==> src/rtl/mips_avalon_pkg.sv <==
// Shared types and lane helpers for the MIPS-side Avalon-MM master.
// Covers the transaction state, the access-size encodings and the alignment rules.
package mips_avalon_pkg;

  typedef enum logic [1:0] {
    IDLE = 2'd0,
    BUS  = 2'd1,
    RESP = 2'd2
  } state_t;

  localparam logic [1:0] SIZE_BYTE = 2'b00;
  localparam logic [1:0] SIZE_HALF = 2'b01;
  localparam logic [1:0] SIZE_WORD = 2'b10;

  // A request is rejected for an illegal size or when it is not naturally aligned.
  function automatic logic req_error(input logic [1:0] size, input logic [1:0] offset);
    case (size)
      SIZE_BYTE: return 1'b0;
      SIZE_HALF: return offset[0];
      SIZE_WORD: return offset != 2'b00;
      default:   return 1'b1;
    endcase
  endfunction

  function automatic logic [3:0] lane_enable(input logic [1:0] size, input logic [1:0] offset);
    case (size)
      SIZE_BYTE: return 4'b0001 << offset;
      SIZE_HALF: return offset[1] ? 4'b1100 : 4'b0011;
      default:   return 4'b1111;
    endcase
  endfunction

endpackage

==> src/rtl/mips_avalon_lane_align.sv <==
// Little-endian byte-lane steering: store data and enables out, extended load data in.
// Purely combinational; the store path and the load path are independent.
module mips_avalon_lane_align
  import mips_avalon_pkg::*;
(
  input  logic [1:0]  st_size,
  input  logic [1:0]  st_offset,
  input  logic [31:0] st_data,
  output logic [3:0]  byteenable,
  output logic [31:0] writedata,
  input  logic [1:0]  ld_size,
  input  logic [1:0]  ld_offset,
  input  logic        ld_signed,
  input  logic [31:0] readdata,
  output logic [31:0] ld_data
);

  logic [31:0] shifted;

  always_comb begin
    // NOTE: every output gets a value on every path through this block, so no latch is inferred.
    byteenable = lane_enable(st_size, st_offset);
    case (st_size)
      SIZE_BYTE: writedata = {4{st_data[7:0]}};
      SIZE_HALF: writedata = {2{st_data[15:0]}};
      default:   writedata = st_data;
    endcase

    shifted = readdata >> {ld_offset, 3'b000};
    case (ld_size)
      SIZE_BYTE: ld_data = ld_signed ? {{24{shifted[7]}}, shifted[7:0]} : {24'd0, shifted[7:0]};
      SIZE_HALF: ld_data = ld_signed ? {{16{shifted[15]}}, shifted[15:0]} : {16'd0, shifted[15:0]};
      default:   ld_data = shifted;
    endcase
  end

endmodule

==> src/rtl/mips_avalon_master.sv <==
// CPU-side Avalon-MM master: one load/store in, one Avalon read/write out, one response back.
// Holds the bus request through waitrequest, with an optional stall timeout.
module mips_avalon_master
  import mips_avalon_pkg::*;
#(
  parameter int unsigned MAX_WAIT = 0
) (
  input  logic        clk,
  input  logic        rst_n,
  input  logic        req_valid,
  output logic        req_ready,
  input  logic        req_write,
  input  logic [31:0] req_addr,
  input  logic [1:0]  req_size,
  input  logic        req_signed,
  input  logic [31:0] req_wdata,
  output logic        rsp_valid,
  output logic [31:0] rsp_rdata,
  output logic        rsp_err,
  output logic [31:0] address,
  output logic        read,
  output logic        write,
  output logic [31:0] writedata,
  output logic [3:0]  byteenable,
  input  logic        waitrequest,
  input  logic [31:0] readdata
);

  state_t      state;
  logic [1:0]  size_q;
  logic [1:0]  offset_q;
  logic        signed_q;
  logic [31:0] wait_cnt;
  logic [3:0]  lane_be;
  logic [31:0] lane_wdata;
  logic [31:0] ld_data;
  logic        accept;
  logic        acc_err;
  logic        timeout;

  mips_avalon_lane_align u_align (
    .st_size    (req_size),
    .st_offset  (req_addr[1:0]),
    .st_data    (req_wdata),
    .byteenable (lane_be),
    .writedata  (lane_wdata),
    .ld_size    (size_q),
    .ld_offset  (offset_q),
    .ld_signed  (signed_q),
    .readdata   (readdata),
    .ld_data    (ld_data)
  );

  assign req_ready = (state == IDLE);
  assign accept    = req_valid && req_ready;
  assign acc_err   = req_error(req_size, req_addr[1:0]);
  // The stall that would make the count reach MAX_WAIT aborts instead of being counted.
  assign timeout   = (MAX_WAIT != 0) && (wait_cnt == MAX_WAIT - 1);

  // NOTE: state is updated with non-blocking assignments so every register samples pre-edge values.
  always_ff @(posedge clk or negedge rst_n) begin
    if (!rst_n) begin
      state      <= IDLE;
      address    <= '0;
      read       <= 1'b0;
      write      <= 1'b0;
      writedata  <= '0;
      byteenable <= '0;
      rsp_valid  <= 1'b0;
      rsp_rdata  <= '0;
      rsp_err    <= 1'b0;
      size_q     <= SIZE_BYTE;
      offset_q   <= 2'b00;
      signed_q   <= 1'b0;
      wait_cnt   <= '0;
    end else begin
      case (state)
        IDLE: begin
          if (accept) begin
            wait_cnt <= '0;
            size_q   <= req_size;
            offset_q <= req_addr[1:0];
            signed_q <= req_signed;
            if (acc_err) begin
              state     <= RESP;
              rsp_valid <= 1'b1;
              rsp_err   <= 1'b1;
              rsp_rdata <= '0;
            end else begin
              state      <= BUS;
              address    <= {req_addr[31:2], 2'b00};
              byteenable <= lane_be;
              writedata  <= lane_wdata;
              write      <= req_write;
              read       <= !req_write;
            end
          end
        end
        BUS: begin
          if (!waitrequest) begin
            state     <= RESP;
            read      <= 1'b0;
            write     <= 1'b0;
            rsp_valid <= 1'b1;
            rsp_err   <= 1'b0;
            rsp_rdata <= read ? ld_data : '0;
          end else if (timeout) begin
            state     <= RESP;
            read      <= 1'b0;
            write     <= 1'b0;
            rsp_valid <= 1'b1;
            rsp_err   <= 1'b1;
            rsp_rdata <= '0;
          end else if (MAX_WAIT != 0) begin
            wait_cnt <= wait_cnt + 32'd1;
          end
        end
        RESP: begin
          state     <= IDLE;
          rsp_valid <= 1'b0;
        end
        default: state <= IDLE;
      endcase
    end
  end

endmodule
==> config.mk <==
export PLATFORM = sky130hd
export DESIGN_NAME = mips_avalon_master
export DESIGN_NICKNAME = d
export VERILOG_FILES = /design/src/rtl/mips_avalon_pkg.sv /design/src/rtl/mips_avalon_lane_align.sv /design/src/rtl/mips_avalon_master.sv
export SDC_FILE = /design/constraint.sdc
export NUM_CORES = 1
export LEC_CHECK = 0
export CORE_MARGIN = 3
export CORE_UTILIZATION = 37
export DETAILED_ROUTE_END_ITERATION = 8
export PLACE_DENSITY = 0.73
export RECOVER_POWER = 100
export SLEW_MARGIN = 25
export SYNTH_ARGS = -nofsm -noshare
export SYNTH_HDL_FRONTEND = slang
export SYNTH_SLANG_ARGS = --single-unit
==> constraint.sdc <==
create_clock -name clk -period 2.02 [get_ports clk]
set_input_delay 0.606 -clock clk [delete_from_list [all_inputs] [get_ports clk]]
set_output_delay 0.606 -clock clk [all_outputs]
set_load 0.01 [all_outputs]
; Word level (Yosys, flattened, before mapping)
; Index checks and enable logic that the tools add are counted.
[word_totals]
word_cells = 66
input_bits = 104
register_bits = 109
output_inout_bits = 105
[classes]
muxes = 28
n_reduce_logical = 14
eq_ne = 9
n_shift = 2
bitwise = 1
[ops]
columns = operator, n
row1 = $mux 32, 6
row2 = $pmux 32 s2, 3
row3 = $shr 32x5->32, 1
row4 = $reduce_and 4->1, 3
row5 = $mux 1, 8
row6 = $pmux 4 s2, 1
row7 = $eq 2x1->1 const B, 3
row8 = $logic_not 2->1, 3
row9 = $mux 2, 3
row10 = $pmux 1 s2, 3
row11 = $pmux 1 s3, 2
row12 = $eq 2x2->1 const B, 2
row13 = $mux 4, 1
row14 = $ne 2x1->1 const B, 2
row15 = $ne 2x2->1 const B, 2
row16 = $pmux 2 s2, 1
row17 = $reduce_and 2->1, 2
row18 = $reduce_bool 2->1, 2
row19 = $shl 1x2->4 const A, 1
row20 = $reduce_and 3->1, 1
row21 = $reduce_bool 3->1, 1
row22 = $logic_and 1x1->1, 1
row23 = $logic_not 1->1, 1
row24 = $not 1->1, 1

; Longest topological paths before layout
; Gate-level depths: netlist (run 1).
[depth]
ltp_word = 6
mapped_depth = 7
depth_no_buf = 4

; Hierarchy
; A second synthesis (run 1) with hierarchy kept.
[unflattened]
cells_unflattened = 526
hier_area_um2 = 5854.4
[by_module_without_submodules]
columns = mod, area_each_um2, cells_each, n_inst, seq_area_each_um2
row1 = mips_avalon_master, 4699.5, 363, 1, 2727.6
row2 = mips_avalon_lane_align, 1154.9, 163, 1, 0.0

; Least setup slack after synthesis (run 1)
; OpenSTA, ideal clock, no wires.
[synth_timing]
kind = input-to-reg
start = in req_size[0]
end = reg writedata[7]
required_time_ps = 1895
cell_stages = 5
setup_time_ps = 125
path_slack_ps = 151
arrival_ps = 1744
n_path_buf = 2
path_cell_list = buf_2 -> a21oi_1 -> o21ai_1 -> clkbuf_1 -> mux2_2
[synth_between]
elab_chain_len = 4
[synth_rtl]
columns = element, line_no
row1 = "start, declared", mips_avalon_master.sv:14  ; input logic [1:0] req_size,
row2 = "$eq 2x2->1, or another cell as far along", mips_avalon_pkg.sv:17  ; case (size)
row3 = $pmux 1 s3 (*), mips_avalon_pkg.sv:17
row4 = $not 1->1 (no source line) (*), n/a
row5 = $reduce_and 3->1 (no source line) (*), n/a
row6 = "end signal, assigned", mips_avalon_master.sv:93  ; writedata <= lane_wdata;
row7 = "end, declared", mips_avalon_master.sv:23  ; output logic [31:0] writedata,
; Every way passes the cells marked *; elsewhere a longest branch is shown, timed or not.
; A chain may end at the register's enable or synchronous reset.

; Worst setup path in the final report (run 1)
[layout_timing]
start = reg byteenable[3]
end = out byteenable[3]
[layout_lines]
columns = element, line_no
row1 = "start, declared", mips_avalon_master.sv:24  ; output logic [3:0] byteenable,
row2 = "start signal, assigned", mips_avalon_master.sv:92  ; byteenable <= lane_be;
; No word-level cell between the ends.

==> results of run 1 <==
==> sequential cells by signal (all words and copies together), names as in the netlist <==
| signal | cells |
|---|---|
| rsp_rdata | 32 |
| writedata | 32 |
| address | 30 |
| byteenable | 4 |
| offset_q | 2 |
| size_q | 2 |
| state | 2 |
| read | 1 |
| rsp_err | 1 |
| rsp_valid | 1 |
| signed_q | 1 |
| write | 1 |
==> cells in the mapped netlist (all sizes together) (2+ instances only) <==
library cell  count  area, sq um
mux2             55          623
nor2             22         82.6
o21ai            36          180
inv               5         18.8
nor3              2         15.0
a221oi            8         70.1
dfrtp           109         2730
nor2b             2         12.5
xor2              2         17.5
o311ai            4         35.0
a21oi            19         98.9
nand2            43          161
nand2b            4         25.0
nand3             2         10.0
buf              25          146
o2bb2ai          15          131
clkbuf            9         33.8
mux2i            31          310
nor3b             3         38.8
a221o            16          173
==> cells in the final DEF (no fill, tap or decap), drive strengths merged, types with 2 or more instances in the layout <==
master         synthesis  final
buf                   25     29
nor3b                  3      3
dlygate4sd3            0     78
xor2                   2      2
clkinv                 0      4
o311ai                 4      4
a221oi                 8      8
nor3                   2      2
nor2b                  2      2
clkbuf                 9     24
nand2b                 4      4
inv                    5      5
dlymetal6s2s           0      2
o21ai                 36     36
mux2i                 31     31
nor2                  22     22
nand3                  2      2
dfrtp                109    109
o2bb2ai               15     15
clkdlybuf4s50          0    124
conb                   1      2
nand2                 43     43
a221o                 16     16
a21oi                 19     19
mux2                  55     55
==> power by group through the flow <==
stage	combinational, W	clock, W	sequential, W
2_1_floorplan	0.00127	0	0.00356
3_3_place_gp	0.00354	0	0.00329
3_5_place_dp	0.00359	0	0.00332
4_1_cts	0.00361	0.00176	0.00330
5_1_grt	0.00371	0.00184	0.00336
6_report	0.00341	0.00173	0.00326
==> logic make-up after synthesis <==
family	synth area share, %
mux	19.0
flops	53.9
other cells	0.0741
buf+inv	3.93
xor+xnor	0.346
compound gates	15.0
simple gates	7.79
==> worst register-to-register path, stage by stage (launching register included) <==
cell and delay (ns):
dfrtp_1 0.42, buf_4 0.19, buf_4 0.22, nor2_1 0.55, a221oi_1 0.17, o2bb2ai_1 0.19
==> per-layer routing <==
layer  up-vias  track usage (%)
met4         0             6.16
met2       208             34.0
met3        16             8.92
met1      2057             23.8
met5         -                0
li1       2005                -
==> how the worst max path moves through the flow <==
stage	startpoint	end	slack, ns	cells after the start
floorplan	req_size[0]	writedata[7]$_DFFE_PN0P_	0.15	5
global placement	waitrequest	rsp_rdata[17]$_DFFE_PN0P_	-0.52	5
detailed placement	waitrequest	rsp_rdata[29]$_DFFE_PN0P_	-0.57	5
CTS	readdata[23]	rsp_rdata[11]$_DFFE_PN0P_	0.007	5
global route	writedata[14]$_DFFE_PN0P_	writedata[14]	0.02	1
finish	byteenable[3]$_DFFE_PN0P_	byteenable[3]	0.04	1
==> what timing repair did <==
action | CTS | global route
resized for setup | 7 | 8
setup endpoints to repair | 26 | 19
buffers inserted | 1 | 2
cloned | 0 | 1
pin swaps | 1 | 1
==> final cells by class <==
class                   count  area (sq um)  area share (%)
inverters                   5          18.8           0.239
multi-input cells         279          2190            28.0
repair buffers            247          2390            30.5
clock inverters             5          35.0           0.447
clock buffers              11           253            3.22
well taps                 176           220            2.81
flip-flops and latches    109          2730            34.8
==> through the flow <==
step | cell area (sq um) | utilization (%) | instances
after floorplan | 5070 | - | 427
after global placement | 7520 | 56.6 | 812
after detailed placement | 7520 | 56.6 | 812
after CTS | 7840 | 59.0 | 829
after global routing | 7840 | 58.9 | 832
final | 7840 | 58.9 | 832
==> metrics, run 1 <==
FF-to-FF path depth 5; metal3 WL 1890 um; Synth Register Bits 109; Crit. End Element output port; CTS Buf Count 9; Synth cell types 44; outcome complete, no violations; cts hold-fix bufs 0; post-synthesis cell area 5060 sq um; Routability Congestion 0.908; PwrDens around 1100 nW/um^2; clock power share 20.6%; Post-synth ARST share 100%; H-tree depth 3; Yosys warnings 0; DR WL/cell 18.3 um; vias in the first global route 4446; Ports roughly 210; Root Driver clkbuf_16; Setup crit start kind flop; CP max-delay cell dlygate4sd3_1; top layer used by detailed routing met4; worst path arrival time 1.38 ns; row cnt 42; setup TNS 0 ns; aggregate routed wire length 15200 um; Worst Path Buf+Inv 1; Layout Area Growth over Synthesis 54.8%; M1 WL 5810 um; WP data required 1.41 ns; EDFF count, synth 0; worst hold slack 0.0498 ns; insertion delay to the later sink of the worst-skew pair 0.36 ns; largest net degree at the start of global routing 58; Tcrit/Tclk final 98.2%; Final nets 755; die height between 100 and 150 um; Total Power 0.00841 W; Comb pwr share around two fifths; Max-Cap Viols 0; Leak 3.46 nW; antenna viol nets, final 0; worst setup margin ~0.036 ns; total track usage between 20% and 30%; DRT Pass-1 Iters 4; Tightest Hold Check Type input pin to async pin; initial antenna violation count 0; clk_skew 0.00648 ns; RSZ-0062 raised after global routing no; dpl ws -0.572 ns; critical path type flop to output port; # port buffers 206; global route overflow 0; critical path, cell by cell dlygate4sd3_1; Vias 4286; ANT cells 0; Reg power frac between 30% and 40%; Max IR drop VDD approximately 650 uV; Worst-path clk slew about 0.070 ns; sw frac 32.5%; met2 wire length 7320 um; fin. max-slew vios 0; Peak Freq 504 MHz; DR DRC count 0; Sw Pwr 0.00273 W; final setup vio count 0; layout filler cell count about 1100; clk sinks 109; total die area roughly 15000 sq um; Avg Inst Size Synth 11.9 sq um; DRT iter0 DRCs around 310; slew at the pin closest to its max-slew limit 1.41 ns; worst r2r src offset_q[0]$_DFFE_PN0P_; Hold Fails Final Rpt 0; R2R Path End rsp_rdata[8]$_DFFE_PN0P_; Cells after Synth 426; fraction of layout cells with a size suffix above 1 20.7%; Via density 5.15; crit-path max FO 3; Core ar. 13300 sq um; reg-to-reg setup timing slack ~0.2 ns; Largest delay share family, worst path buffers and inverters; Seq/Total Area, Yosys a little over half; Initial Util 38.1%; CTS tree done; min Tclk post-route roughly 2.0 ns; worst stage delay on the critical path 0.62 ns; ys flop type dfrtp_1; first-pass GRT wire length between 20000 and 25000 um; Slew HR 5.96%; Die Wd between 100 and 150 um; CTS Buffer Depth 2; Internal 0.00568 W; detailed-placement wirelength estimate about 11000 um
Note: power is estimated with default switching activity, not from simulation.
==> run 2, diff against run 1 <==
Settings changed: PLACE_DENSITY 0.73 to 0.7, SYNTH_HIERARCHICAL set to 1.
Clock period 2.02 ns to 2.4 ns, I/O delays scaled along.
==> run 2 against run 1 <==
Net effect:
- non-clock buffer count is 12 lower
- first-iteration DRC count is 36% lower
- via count is 11% higher
- highest routed layer unchanged
==> metrics, run 2 <==
Sw Pwr 0.00287 W; global route overflow 0; min Tclk post-route between 2 and 2.5 ns; total die area 17400 sq um; detailed-placement wirelength estimate 12500 um; Ports 209; Comb pwr share 46.4%; ys flop type dfrtp_1; CTS Buffer Depth 2; CP max-delay cell nor3b_1; Post-synth ARST share 100%; CTS tree done; DR WL/cell 17.8 um; top cells by count, synth dfrtp_1, mux2_2, nand2_1, inv_1, nand2b_1; Root Driver clkbuf_16; outcome complete, no violations; Routability Congestion between 0.8 and 0.9; Core ar. about 15000 sq um; crit-path max FO 22; worst hold slack slightly below 0.5 ns; most frequent cells in the layout dfrtp_1, dlygate4sd3_1, clkdlybuf4s50_1; Peak Freq 440 MHz; Tightest Hold Check Type flop to flop; placed inst area 8260 sq um; total track usage between 10% and 20%; largest net degree at the start of global routing 56; worst stage delay on the critical path around 0.53 ns; slew at the pin closest to its max-slew limit between 1 and 1.5 ns; WP data required 2.62 ns; clk sinks 109; Final nets about 830; share of the synthesized area in the top cell type 46.6%; Via density 5.05; H-tree depth 3; aggregate routed wire length 16800 um; Synth cell types 39; Seq/Total Area, Yosys between 40% and 50%; Internal 0.00537 W; Max IR drop VDD 434 uV; Max-Cap Viols 0; clk_skew 0.00630 ns; Yosys warnings 6; die height 132 um; Vias between 4000 and 5000; PwrDens just under 1000 nW/um^2; post_cts resized 0; Hold Fails Final Rpt 0; DRT Pass-1 Iters 4; cts hold-fix bufs 0; fraction of layout cells with a size suffix above 1 16.9%; largest area contributor in the netlist dfrtp_1; Leak 3.58 nW; layout filler cell count 1386; Die Wd about 130 um; Finished Cell Area 8380 sq um; Worst-path clk slew 0.07 ns; Tcrit/Tclk final 94.6%; Layout Area Growth over Synthesis 43.1%; Setup crit start kind input pin; critical path type input pin to flop; Regs by FF count rsp_rdata: 32 flops, writedata: 32 flops, address: 30 flops; vias in the first global route 4998; Cells after Synth around 530; setup TNS 0 ns; DRT iter0 DRCs between 200 and 250; critical path, cell by cell clkdlybuf4s50_1, nor3b_1, o21ai_4, buf_6, mux2_1; final setup vio count 0; most common cell after layout, fill and taps aside dfrtp_1; antenna viol nets, final 0; Avg Inst Size Synth 11.1 sq um; first-pass GRT wire length approximately 27000 um; Crit. End Element flop; area of the multi-input gates about 2600 sq um; DR DRC count 0; postcts setup bufs 0; sw frac 34.9%; initial antenna violation count 0; clock power share 16.1%; worst path arrival time between 2 and 2.5 ns; top post-synthesis cells by area dfrtp_1, mux2_2, mux2_4; Sequential Area 2730 sq um; Initial Util between 30% and 40%; RSZ-0062 raised after global routing no; EDFF count, synth 0; Final Non-Filler Cells ~940; Reg power frac between 30% and 40%; fin. max-slew vios 0; insertion delay to the later sink of the worst-skew pair 0.35 ns; Cells after DPL 929; Slew HR 29.2%; row cnt 45; Synth Register Bits 109; # port buffers between 200 and 250; most frequent cell after synthesis dfrtp_1; CTS Buf Count 9; post-synthesis cell area between 5000 and 6000 sq um; ANT cells 0
-- run 2: cell count changes after synthesis, moves of 10 or more --
cell	change
nand2b_1	+33
o2bb2ai_1	-15
mux2_2	+11
o21ai_0	-18
inv_1	+32
a221o_2	-10
nand2_1	+17
o221ai_1	+34
mux2i_1	-12
mux2_4	+28
-- run 2: layout make-up --
| class | count | area share (%) |
|---|---|---|
| flip-flops and latches | 109 | 32.6 |
| multi-input cells | 336 | 31.5 |
| repair buffers | 235 | 28.1 |
| well taps | 211 | 3.15 |
| clock buffers | 11 | 2.78 |
| inverters | 38 | 1.70 |
| clock inverters | 3 | 0.179 |
-- run 2: through the flow --
stage               util [%]  setup WS (ns)  total power (W)
CTS                     55.6          0.229          0.00882
global route            54.7         0.0969          0.00876
finish                  54.7          0.129          0.00824
detailed placement      54.0        -0.0370          0.00743
global placement        54.0         0.0331          0.00731
floorplan                  -          0.463          0.00516
-- run 2: cell families (layout without fill, tap and decap cells) --
logic type	after synthesis	count (layout)	share of synthesized area (%)
other cells	1	2	0.0641
mux	113	113	23.2
compound gates	88	88	11.4
buf+inv	82	287	6.97
simple gates	133	133	11.8
flops	109	109	46.6
-- run 2: path summary, 6_finish.rpt --
kind | to | from | slack, ns | cells past startpoint
setup / recovery | writedata[22]$_DFFE_PN0P_ | req_valid | 0.13 | 5
hold reg to reg | writedata[20]$_DFFE_PN0P_ | writedata[20]$_DFFE_PN0P_ | 0.49 | 1
hold / removal | writedata[20]$_DFFE_PN0P_ | writedata[20]$_DFFE_PN0P_ | 0.49 | 1
min in group asynchronous | writedata[23]$_DFFE_PN0P_ | rst_n | 0.55 | 1
setup reg to reg | writedata[22]$_DFFE_PN0P_ | state[0]$_DFFE_PN0P_ | 0.33 | 5
max in group asynchronous | writedata[14]$_DFFE_PN0P_ | rst_n | 0.60 | 2
-- run 2: critical path: cells and delay by family --
family / cells / cell delay (ns)
AO/OA/AOI/OAI: 1 / 0.17
buffers and inverters: 2 / 0.72
multiplexers: 1 / 0.34
AND/OR/NAND/NOR: 1 / 0.53
-- run 2: layer usage --
metal  up-vias  wire (um)  GRT usage (%)
met5         -          0              0
met4         0        337           6.88
met3        22       1400           5.95
met2       187       7940           31.5
met1      2323       7060           23.8
li1       2234          -              -
-- run 2: power by group through the flow --
stage                     registers (W)  logic, W  clock network [W]
final                           0.00309   0.00383            0.00133
after global routing            0.00319   0.00413            0.00144
after CTS                       0.00314   0.00431            0.00137
after detailed placement        0.00315   0.00429                  0
after global placement          0.00312   0.00419                  0
after floorplan                 0.00338   0.00178                  0
